===== config.mk =====
export PLATFORM = sky130hd
export DESIGN_NAME = mult_div_iter
export DESIGN_NICKNAME = d
export VERILOG_FILES = /design/src/rtl/mult_div_iter.sv
export SDC_FILE = /design/constraint.sdc
export NUM_CORES = 1
export LEC_CHECK = 0
export BUFFER_PORTS_ARGS = -buffer_cell sky130_fd_sc_hd__buf_2
export CAP_MARGIN = 30
export CORE_MARGIN = 2
export CORE_UTILIZATION = 45
export DETAILED_ROUTE_END_ITERATION = 8
export PLACE_DENSITY = 0.6
export SETUP_SLACK_MARGIN = 0.15
export SLEW_MARGIN = 20
export SYNTH_ARGS = -nofsm -noshare
export SYNTH_HDL_FRONTEND = slang
export SYNTH_SLANG_ARGS = --single-unit

===== constraint.sdc =====
create_clock -name clk -period 7.7 [get_ports clk]
set_input_delay 1.54 -clock clk [delete_from_list [all_inputs] [get_ports clk]]
set_output_delay 1.54 -clock clk [all_outputs]
set_load 0.01 [all_outputs]

===== src/rtl/mult_div_iter.sv =====
// Iterative RV32M multiply/divide unit.
// One 64-bit {hi, lo} register pair is shared by a 32-step shift-add
// multiplier and a 32-step restoring divider. Operands are reduced to
// magnitudes at accept, and the result sign is restored in one FIXUP cycle.
module mult_div_iter #(
  parameter int XLEN  = 32,
  parameter int CNT_W = 6
) (
  input  logic            clk,
  input  logic            rst_n,
  input  logic            req_valid,
  output logic            req_ready,
  input  logic [2:0]      req_funct3,
  input  logic [XLEN-1:0] req_a,
  input  logic [XLEN-1:0] req_b,
  input  logic            flush,
  output logic            resp_valid,
  input  logic            resp_ready,
  output logic [XLEN-1:0] resp_data,
  output logic            busy
);

  typedef enum logic [1:0] {
    S_IDLE,
    S_CALC,
    S_FIXUP,
    S_DONE
  } state_t;

  localparam logic [XLEN-1:0] MIN_NEG = {1'b1, {(XLEN-1){1'b0}}};

  state_t            r_state;
  logic [CNT_W-1:0]  r_cnt;
  logic [2:0]        r_funct3;
  logic              r_signA;
  logic              r_signB;
  logic [XLEN-1:0]   r_hi;
  logic [XLEN-1:0]   r_lo;
  logic [XLEN-1:0]   r_opnd;
  logic [XLEN-1:0]   r_respData;

  logic              w_accept;
  logic              w_isDiv;
  logic              w_aSigned;
  logic              w_bSigned;
  logic              w_signA;
  logic              w_signB;
  logic [XLEN-1:0]   w_absA;
  logic [XLEN-1:0]   w_absB;
  logic              w_divZero;
  logic              w_overflow;
  logic [XLEN-1:0]   w_specialData;

  logic [XLEN:0]     w_mulSum;
  logic [XLEN:0]     w_remShift;
  logic [XLEN:0]     w_diff;
  logic              w_qBit;

  logic [2*XLEN-1:0] w_prod;
  logic              w_prodNeg;
  logic [2*XLEN-1:0] w_prodFix;
  logic [XLEN-1:0]   w_quoFix;
  logic [XLEN-1:0]   w_remFix;
  logic [XLEN-1:0]   w_fixData;

  // Request decode: which operands are signed, their magnitudes, and the
  // divide corner cases that skip the iteration entirely.
  always_comb begin
    w_accept   = req_valid && (r_state == S_IDLE);
    w_isDiv    = req_funct3[2];
    w_aSigned  = w_isDiv ? ~req_funct3[0] : (req_funct3[1:0] != 2'b11);
    w_bSigned  = w_isDiv ? ~req_funct3[0] : ~req_funct3[1];
    w_signA    = w_aSigned & req_a[XLEN-1];
    w_signB    = w_bSigned & req_b[XLEN-1];
    w_absA     = w_signA ? (~req_a + 1'b1) : req_a;
    w_absB     = w_signB ? (~req_b + 1'b1) : req_b;
    w_divZero  = w_isDiv && (req_b == '0);
    w_overflow = w_isDiv && !req_funct3[0] && (req_a == MIN_NEG) && (req_b == '1);
    if (w_divZero) begin
      w_specialData = req_funct3[1] ? req_a : '1;
    end else begin
      w_specialData = req_funct3[1] ? '0 : MIN_NEG;
    end
  end

  // One iteration step: conditional add for multiply, trial subtract for divide.
  always_comb begin
    w_mulSum   = {1'b0, r_hi} + (r_lo[0] ? {1'b0, r_opnd} : {(XLEN+1){1'b0}});
    w_remShift = {r_hi, r_lo[XLEN-1]};
    w_diff     = w_remShift - {1'b0, r_opnd};
    w_qBit     = ~w_diff[XLEN];
  end

  // Result sign restoration and output word selection.
  always_comb begin
    w_prod    = {r_hi, r_lo};
    w_prodNeg = (r_funct3[1:0] == 2'b10) ? r_signA : (r_signA ^ r_signB);
    w_prodFix = w_prodNeg ? (~w_prod + 1'b1) : w_prod;
    w_quoFix  = (r_signA ^ r_signB) ? (~r_lo + 1'b1) : r_lo;
    w_remFix  = r_signA ? (~r_hi + 1'b1) : r_hi;
    case (r_funct3)
      3'b000:                 w_fixData = w_prodFix[XLEN-1:0];
      3'b001, 3'b010, 3'b011: w_fixData = w_prodFix[2*XLEN-1:XLEN];
      3'b100, 3'b101:         w_fixData = w_quoFix;
      default:                w_fixData = w_remFix;
    endcase
  end

  // Control FSM and datapath registers; flush overrides every other transition.
  always_ff @(posedge clk or negedge rst_n) begin
    if (!rst_n) begin
      r_state    <= S_IDLE;
      r_cnt      <= '0;
      r_funct3   <= '0;
      r_signA    <= 1'b0;
      r_signB    <= 1'b0;
      r_hi       <= '0;
      r_lo       <= '0;
      r_opnd     <= '0;
      r_respData <= '0;
    end else if (flush) begin
      r_state <= S_IDLE;
      r_cnt   <= '0;
    end else begin
      case (r_state)
        S_IDLE: begin
          if (w_accept) begin
            r_funct3 <= req_funct3;
            r_signA  <= w_signA;
            r_signB  <= w_signB;
            r_cnt    <= '0;
            r_hi     <= '0;
            if (w_isDiv) begin
              r_lo   <= w_absA;
              r_opnd <= w_absB;
            end else begin
              r_lo   <= w_absB;
              r_opnd <= w_absA;
            end
            if (w_divZero || w_overflow) begin
              r_respData <= w_specialData;
              r_state    <= S_DONE;
            end else begin
              r_state <= S_CALC;
            end
          end
        end
        S_CALC: begin
          if (r_funct3[2]) begin
            r_hi <= w_qBit ? w_diff[XLEN-1:0] : w_remShift[XLEN-1:0];
            r_lo <= {r_lo[XLEN-2:0], w_qBit};
          end else begin
            r_hi <= w_mulSum[XLEN:1];
            r_lo <= {w_mulSum[0], r_lo[XLEN-1:1]};
          end
          r_cnt <= r_cnt + 1'b1;
          if (r_cnt == CNT_W'(XLEN-1)) begin
            r_state <= S_FIXUP;
          end
        end
        S_FIXUP: begin
          r_respData <= w_fixData;
          r_state    <= S_DONE;
        end
        S_DONE: begin
          if (resp_ready) begin
            r_state <= S_IDLE;
          end
        end
        default: r_state <= S_IDLE;
      endcase
    end
  end

  // Handshake outputs come straight from the state register.
  always_comb begin
    req_ready  = (r_state == S_IDLE);
    resp_valid = (r_state == S_DONE);
    busy       = (r_state != S_IDLE);
    resp_data  = r_respData;
  end

endmodule


Yosys cells after proc, flatten, opt, wreduce, memory -nomap -nowiden
Cells that the tools add are included.
- register bits after elaboration: 141
- input port bits: 72
- output and inout bits: 35
- word-level logic and storage cells: 102
- add/sub/neg operators: 8
- equal/unequal tests: 18
- mux-type cells: 34
- bitwise operators: 12
- reductions and logical operators: 21
- operator list (kind ; number):
    2-to-1 mux 32 bit ; 17
    case mux 32 bit (2 select lines) ; 3
    adder 32 x 1 -> 32 bit, second input constant ; 4
    NOT 32 bit ; 4
    case mux 32 bit (3 select lines) ; 1
    adder 64 x 1 -> 64 bit, second input constant ; 1
    equality test 32 bit, second input constant ; 2
    2-to-1 mux 64 bit ; 1
    NOT 64 bit ; 1
    adder 32 x 32 -> 33 bit ; 1
    subtractor 33 x 32 -> 33 bit ; 1
    zero test 32 bit ; 1
    2-to-1 mux 6 bit ; 2
    case mux 6 bit (2 select lines) ; 1
    2-to-1 mux 2 bit ; 5
    AND reduction 3 bit ; 3
    case mux 2 bit (4 select lines) ; 1
    adder 6 x 1 -> 6 bit, second input constant ; 1
    equality test 2 bit, second input constant ; 3
    equality test 3 x 2 -> 1 bit, second input constant ; 2
    equality test 3 bit, second input constant ; 2
    equality test 6 x 5 -> 1 bit, second input constant ; 1
    nonzero test 2 bit ; 3
    logical AND 1 bit ; 5
    other kinds (20) ; 27

Longest topological paths before layout
- word-level depth: 9
- depth in mapped cells: 14
- depth with buffers taken out: 13

Worst setup path before layout
OpenSTA, ideal clock, no wires.
- path type: input -> register
- start point: in req_a[0]
- end point: reg r_respData[24], in the netlist resp_data[24]
- library setup time: 0.080 ns
- arrival time: 4.006 ns
- required time: 7.620 ns
- slack: 3.613 ns
- stages on the path: 11
- path buffers: 1
- path through: inv_1 ha_1 or3b_2 nor4_1 nand4_1 o31a_1 o21a_1 buf_6 nand2b_4 a211o_1 o211ai_2
- cells in the longest elaborated chain, start to end: 6
- ends and longest elaborated chain (element ; line ; source):
    start: declaration ; 14 ; input logic [XLEN-1:0] req_a,
    equality test 32 bit ; 78 ; w_overflow = w_isDiv && !req_funct3[0] && (req_a == MIN_NEG) && (req_b == '1);
    logical AND 1 bit (2 in a row) ; 78 ;
    logical OR 1 bit ; 140 ; if (w_divZero || w_overflow) begin
    != test 2 x 1 -> 1 bit (no line) ; n/a ;
    AND reduction 4 bit (no line) ; n/a ;
    end signal: assignment ; 141 ; r_respData <= w_specialData;
    end signal: assignment ; 162 ; r_respData <= w_fixData;
    end: declaration ; 40 ; logic [XLEN-1:0] r_respData;
Every way passes these cells.
A chain may end at the register's enable or synchronous reset.

Worst setup path in the final report
- start point: reg r_lo[31]
- end point: reg r_hi[23]
- cells in the longest elaborated chain, start to end: 4
- ends and longest elaborated chain (element ; line ; source):
    start: declaration ; 38 ; logic [XLEN-1:0] r_lo;
    start signal: assignment ; 134 ; r_lo <= w_absA;
    start signal: assignment ; 137 ; r_lo <= w_absB;
    start signal: assignment ; 151 ; r_lo <= {r_lo[XLEN-2:0], w_qBit};
    subtractor 33 x 32 -> 33 bit ; 90 ; w_diff = w_remShift - {1'b0, r_opnd};
    2-to-1 mux 32 bit ; 150 ; r_hi <= w_qBit ? w_diff[XLEN-1:0] : w_remShift[XLEN-1:0];
    2-to-1 mux 32 bit ; 149 ; if (r_funct3[2]) begin
    case mux 32 bit (2 select lines) ; 125 ; case (r_state)
    end signal: assignment ; 150 ;
    end signal: assignment ; 153 ; r_hi <= w_mulSum[XLEN:1];
    end: declaration ; 37 ; logic [XLEN-1:0] r_hi;
Every way passes these cells.

==> impl_metrics.py <==
metrics = {
    "grt": {
        "first_global_vias": 15030,
        "antenna_found_initial": 4,
        "grt_max_degree": 117,
        "grt_use_total_pct": 32.56,
        "grt_pass1_wl_um": 90870,
        "gr-total-overflow": 0,
    },
    "setup_path": {
        "critPathKind": "register to register",
        "crit_path_end_kind": "register",
        "r2r_cells": 13,
        "r2r_end": "r_hi[23]$_DFFE_PN0P_",
        "start_kind": "register",
        "path_max_fanout": 42,
        "r2r_setup_slack_ns": 3.08,
        "cp.required_ns": 7.99,
        "arrival_ns": 4.91,
        "r2r-start": "r_lo[31]$_DFFE_PN0P_",
    },
    "clock_network": {
        "clkSinkCount": 141,
        "clk_latency_ns": 0.45,
        "ctsLongestPathBuffers": 2,
        "post-cts-setup-buffers": 0,
        "cts_tree": "yes",
        "cts_resized": 0,
        "clkSlewWorstSetupHoldPaths_ns": 0.07,
        "cts_buffers": 17,
        "hold_buffers": 0,
        "htree_levels": 4,
        "root_buffer": "clkbuf_16",
    },
    "sta": {
        "rsz0062_at_grt": "no",
        "period_minus_slack_ns": 4.625,
        "finalHoldViolCount": 0,
        "finalCritPeriodShare_pct": 60.06,
        "tns_ns": 0,
        "slew_headroom_pct": 36.20,
        "skew_ns": 0.02213,
        "tightest_slew_ns": 0.9569,
        "setup-violations-final": 0,
        "drv_slew": 0,
        "fmax_mhz": 216.2,
        "hold-worst-slack_ns": 0.4764,
    },
    "detailed_routing": {
        "drtPass1Iterations": 6,
        "dr_wl_met3_um": 5744,
        "wl_met2_um": 25220,
        "ant_nets": 0,
        "via_count": 16550,
        "wl_per_cell_um": 23.03,
        "wl_met1_um": 26840,
        "drc": 0,
        "maxUsedRoutingLayer": "met5",
        "totalWireLength_um": 59830,
        "first_iter_violations": 2064,
        "via_per_inst": 6.369,
    },
    "floorplanning": {
        "fp.dieArea_um2": 36700,
        "die_x_um": 191.6,
        "std_cell_rows": 68,
        "initial_core_util_pct": 45.72,
        "placeableCoreArea_um2": 34630,
        "io_pins": 107,
        "fp.dieH_um": 191.6,
    },
    "layout": {
        "nets": 2278,
        "drive_above_1_share_pct": 11.15,
        "fill_cells": 3479,
        "area_growth_pct": 8.313,
        "diodes": 0,
    },
    "hold_path": {
        "holdPathEnd": "resp_data[12]$_DFFE_PN0P_",
        "hold_path.startpoint": "resp_data[12]$_DFFE_PN0P_",
        "whs_path_depth": 1,
        "hold_path.class": "register to register",
    },
    "synthesis": {
        "ys_warn_count": 0,
        "synth_top_area_share_pct": 22.29,
        "synth_seq_area_share_pct": 22.29,
        "async_flop_share_pct": 100.0,
        "synth_cell_types": 87,
        "ys_top_cells_by_area": "dfrtp_1 22%, o21ai_0 7.3%, xnor2_1 6.3%, a21oi_1 6.3%, ha_1 5.8%",
        "synth_edf_count": 0,
        "synth_cells": 2134,
        "yosysTopAreaCell": "dfrtp_1",
        "synth_ff_type": "dfrtp_1",
        "netlist_area_um2": 15830,
        "ys_ff_latch": 141,
        "avgSynthCellArea_um2": 7.419,
        "syn_nets": 2282,
    },
    "placed_design": {
        "hpwl_um": 46130,
        "gp_congestion": 0.9949,
        "io_buffers": 106,
    },
    "power": {
        "leakage_nw": 7.350,
        "power_frac_comb_pct": 67.8,
        "peakVddDrop_mv": 0.2545,
        "p_int_w": 0.003370,
        "p_per_area_nw_per_um2": 432.0,
        "p_switching_w": 0.004038,
        "swShare_pct": 54.51,
        "power_frac_seq_pct": 20.4,
        "pwr-share-clk_pct": 11.7,
    },
    "job": {
        "drv_cap": 0,
    },
    "outcome": {
        "outcome": "finished, final reports clean",
    },
}
[state kept, by name (all words and copies together) (netlist names)]
| name | count |
|---|---|
| r_hi | 32 |
| r_lo | 32 |
| r_opnd | 32 |
| resp_data | 32 |
| r_cnt | 6 |
| r_funct3 | 3 |
| r_state | 2 |
| r_signA | 1 |
| r_signB | 1 |
[worst max-delay path by stage]
| stage | startpoint | to | slack (ns) | cells after the start |
|---|---|---|---|---|
| 2_1_floorplan | req_a[0] | resp_data[24]$_DFFE_PN0P_ | 3.61 | 11 |
| 3_3_place_gp | req_a[0] | resp_data[24]$_DFFE_PN0P_ | 2.73 | 12 |
| 3_5_place_dp | req_a[0] | resp_data[24]$_DFFE_PN0P_ | 2.64 | 12 |
| 4_1_cts | req_a[0] | resp_data[24]$_DFFE_PN0P_ | 3.08 | 12 |
| 5_1_grt | req_a[0] | resp_data[20]$_DFFE_PN0P_ | 2.71 | 12 |
| 6_report | r_lo[31]$_DFFE_PN0P_ | r_hi[23]$_DFFE_PN0P_ | 3.08 | 13 |
[metrics by stage]
stage                     power (W)  area [um2]  utilization, %  setup slack (ns)  cells
after floorplan            0.005022       15830               -             3.613   2134
after global placement     0.006321       16500           47.65             2.731   2563
after detailed placement   0.006364       16510           47.67             2.644   2564
after CTS                  0.007257       17090           49.36             3.085   2596
after global routing       0.007924       17150           49.52             2.715   2598
final                      0.007407       17150           49.52             3.075   2598
[layout by cell type (no fill, tap or decap), drive strengths merged, types with 8 or more instances in the layout]
cell type  count
a211oi        41
a21oi        199
a22oi         14
or3           15
o21ai        234
a32oi         11
nor2         206
o31ai         25
or4           18
a31oi         38
nand3         28
a41oi          8
buf          133
a221oi         9
nor2b         14
and3          14
xnor2        114
dfrtp        141
a21o          35
nor3          43
o221ai        19
o21a          16
mux2          34
nand2        203
and2          17
nor4          29
mux2i         32
o211ai        13
o22ai         10
nand4         25
nand2b        34
ha            74
clkbuf        19
and4           9
inv           84
xor2          82
or2            8
o41ai          9
[layout make-up]
type	count	area, um2	area share, %
clock buffer	19	442.9	2.583
clock inverter	13	143.9	0.8391
inverter	78	292.8	1.707
multi-input combinational	1759	11390	66.41
sequential	141	3530	20.58
tap	455	569.3	3.320
timing repair buffer	133	782.0	4.560
[layer usage]
layer / global-route usage (%) / vias to the layer above
met5: 0 / -
met4: 10.74 / 4
met3: 6.084 / 132
met2: 47.93 / 826
met1: 47.56 / 7829
li1: - / 7755
[power by group through the flow]
stage                     Sequential, W  Clock, W  Combinational [W]
after floorplan                 0.00117         0            0.00386
after global placement          0.00149         0            0.00483
after detailed placement        0.00150         0            0.00487
after CTS                       0.00148  0.000872            0.00490
after global routing            0.00154  0.000906            0.00548
final                           0.00151  0.000868            0.00503
[cell families (layout without fill, tap and decap cells)]
group | count (synthesis) | count (layout) | share of synthesized area [%]
AO/OA/AOI/OAI | 739 | 739 | 29.12
AND/OR/NAND/NOR | 682 | 682 | 21.28
buffers and inverters | 234 | 243 | 5.927
XOR/XNOR | 196 | 196 | 10.84
flip-flops | 141 | 141 | 22.29
adder cells (fa/ha/maj) | 76 | 76 | 6.101
multiplexers | 66 | 66 | 4.441
[cell usage after synthesis, types with 16 or more instances]
| cell type | n |
|---|---|
| ha_1 | 74 |
| and2_1 | 17 |
| a31oi_1 | 38 |
| nor4_1 | 24 |
| o21ai_0 | 231 |
| nand2_1 | 201 |
| o31ai_1 | 24 |
| a21o_1 | 35 |
| nand3_1 | 28 |
| dfrtp_1 | 141 |
| o221ai_1 | 19 |
| a21oi_1 | 199 |
| nor3_1 | 40 |
| xnor2_1 | 114 |
| inv_1 | 75 |
| nand4_1 | 25 |
| o21a_1 | 16 |
| mux2i_1 | 32 |
| xor2_1 | 82 |
| nor2_1 | 206 |
| nand2b_1 | 33 |
| a211oi_1 | 41 |
| clkbuf_1 | 127 |
| mux2_2 | 34 |
[worst max-delay path: stages (launching register included)]
cell and delay, ns:
dfrtp_1 0.47, inv_1 0.15, ha_1 0.25, fa_1 0.40, nand2b_1 0.20, a21oi_1 0.34
o21ai_0 0.18, a211oi_1 0.78, nor4b_1 0.19, nor4_4 0.28, buf_4 0.55, mux2_2 0.40
a22oi_1 0.14, o21ai_0 0.10
(Power assumes the default switching activity.)
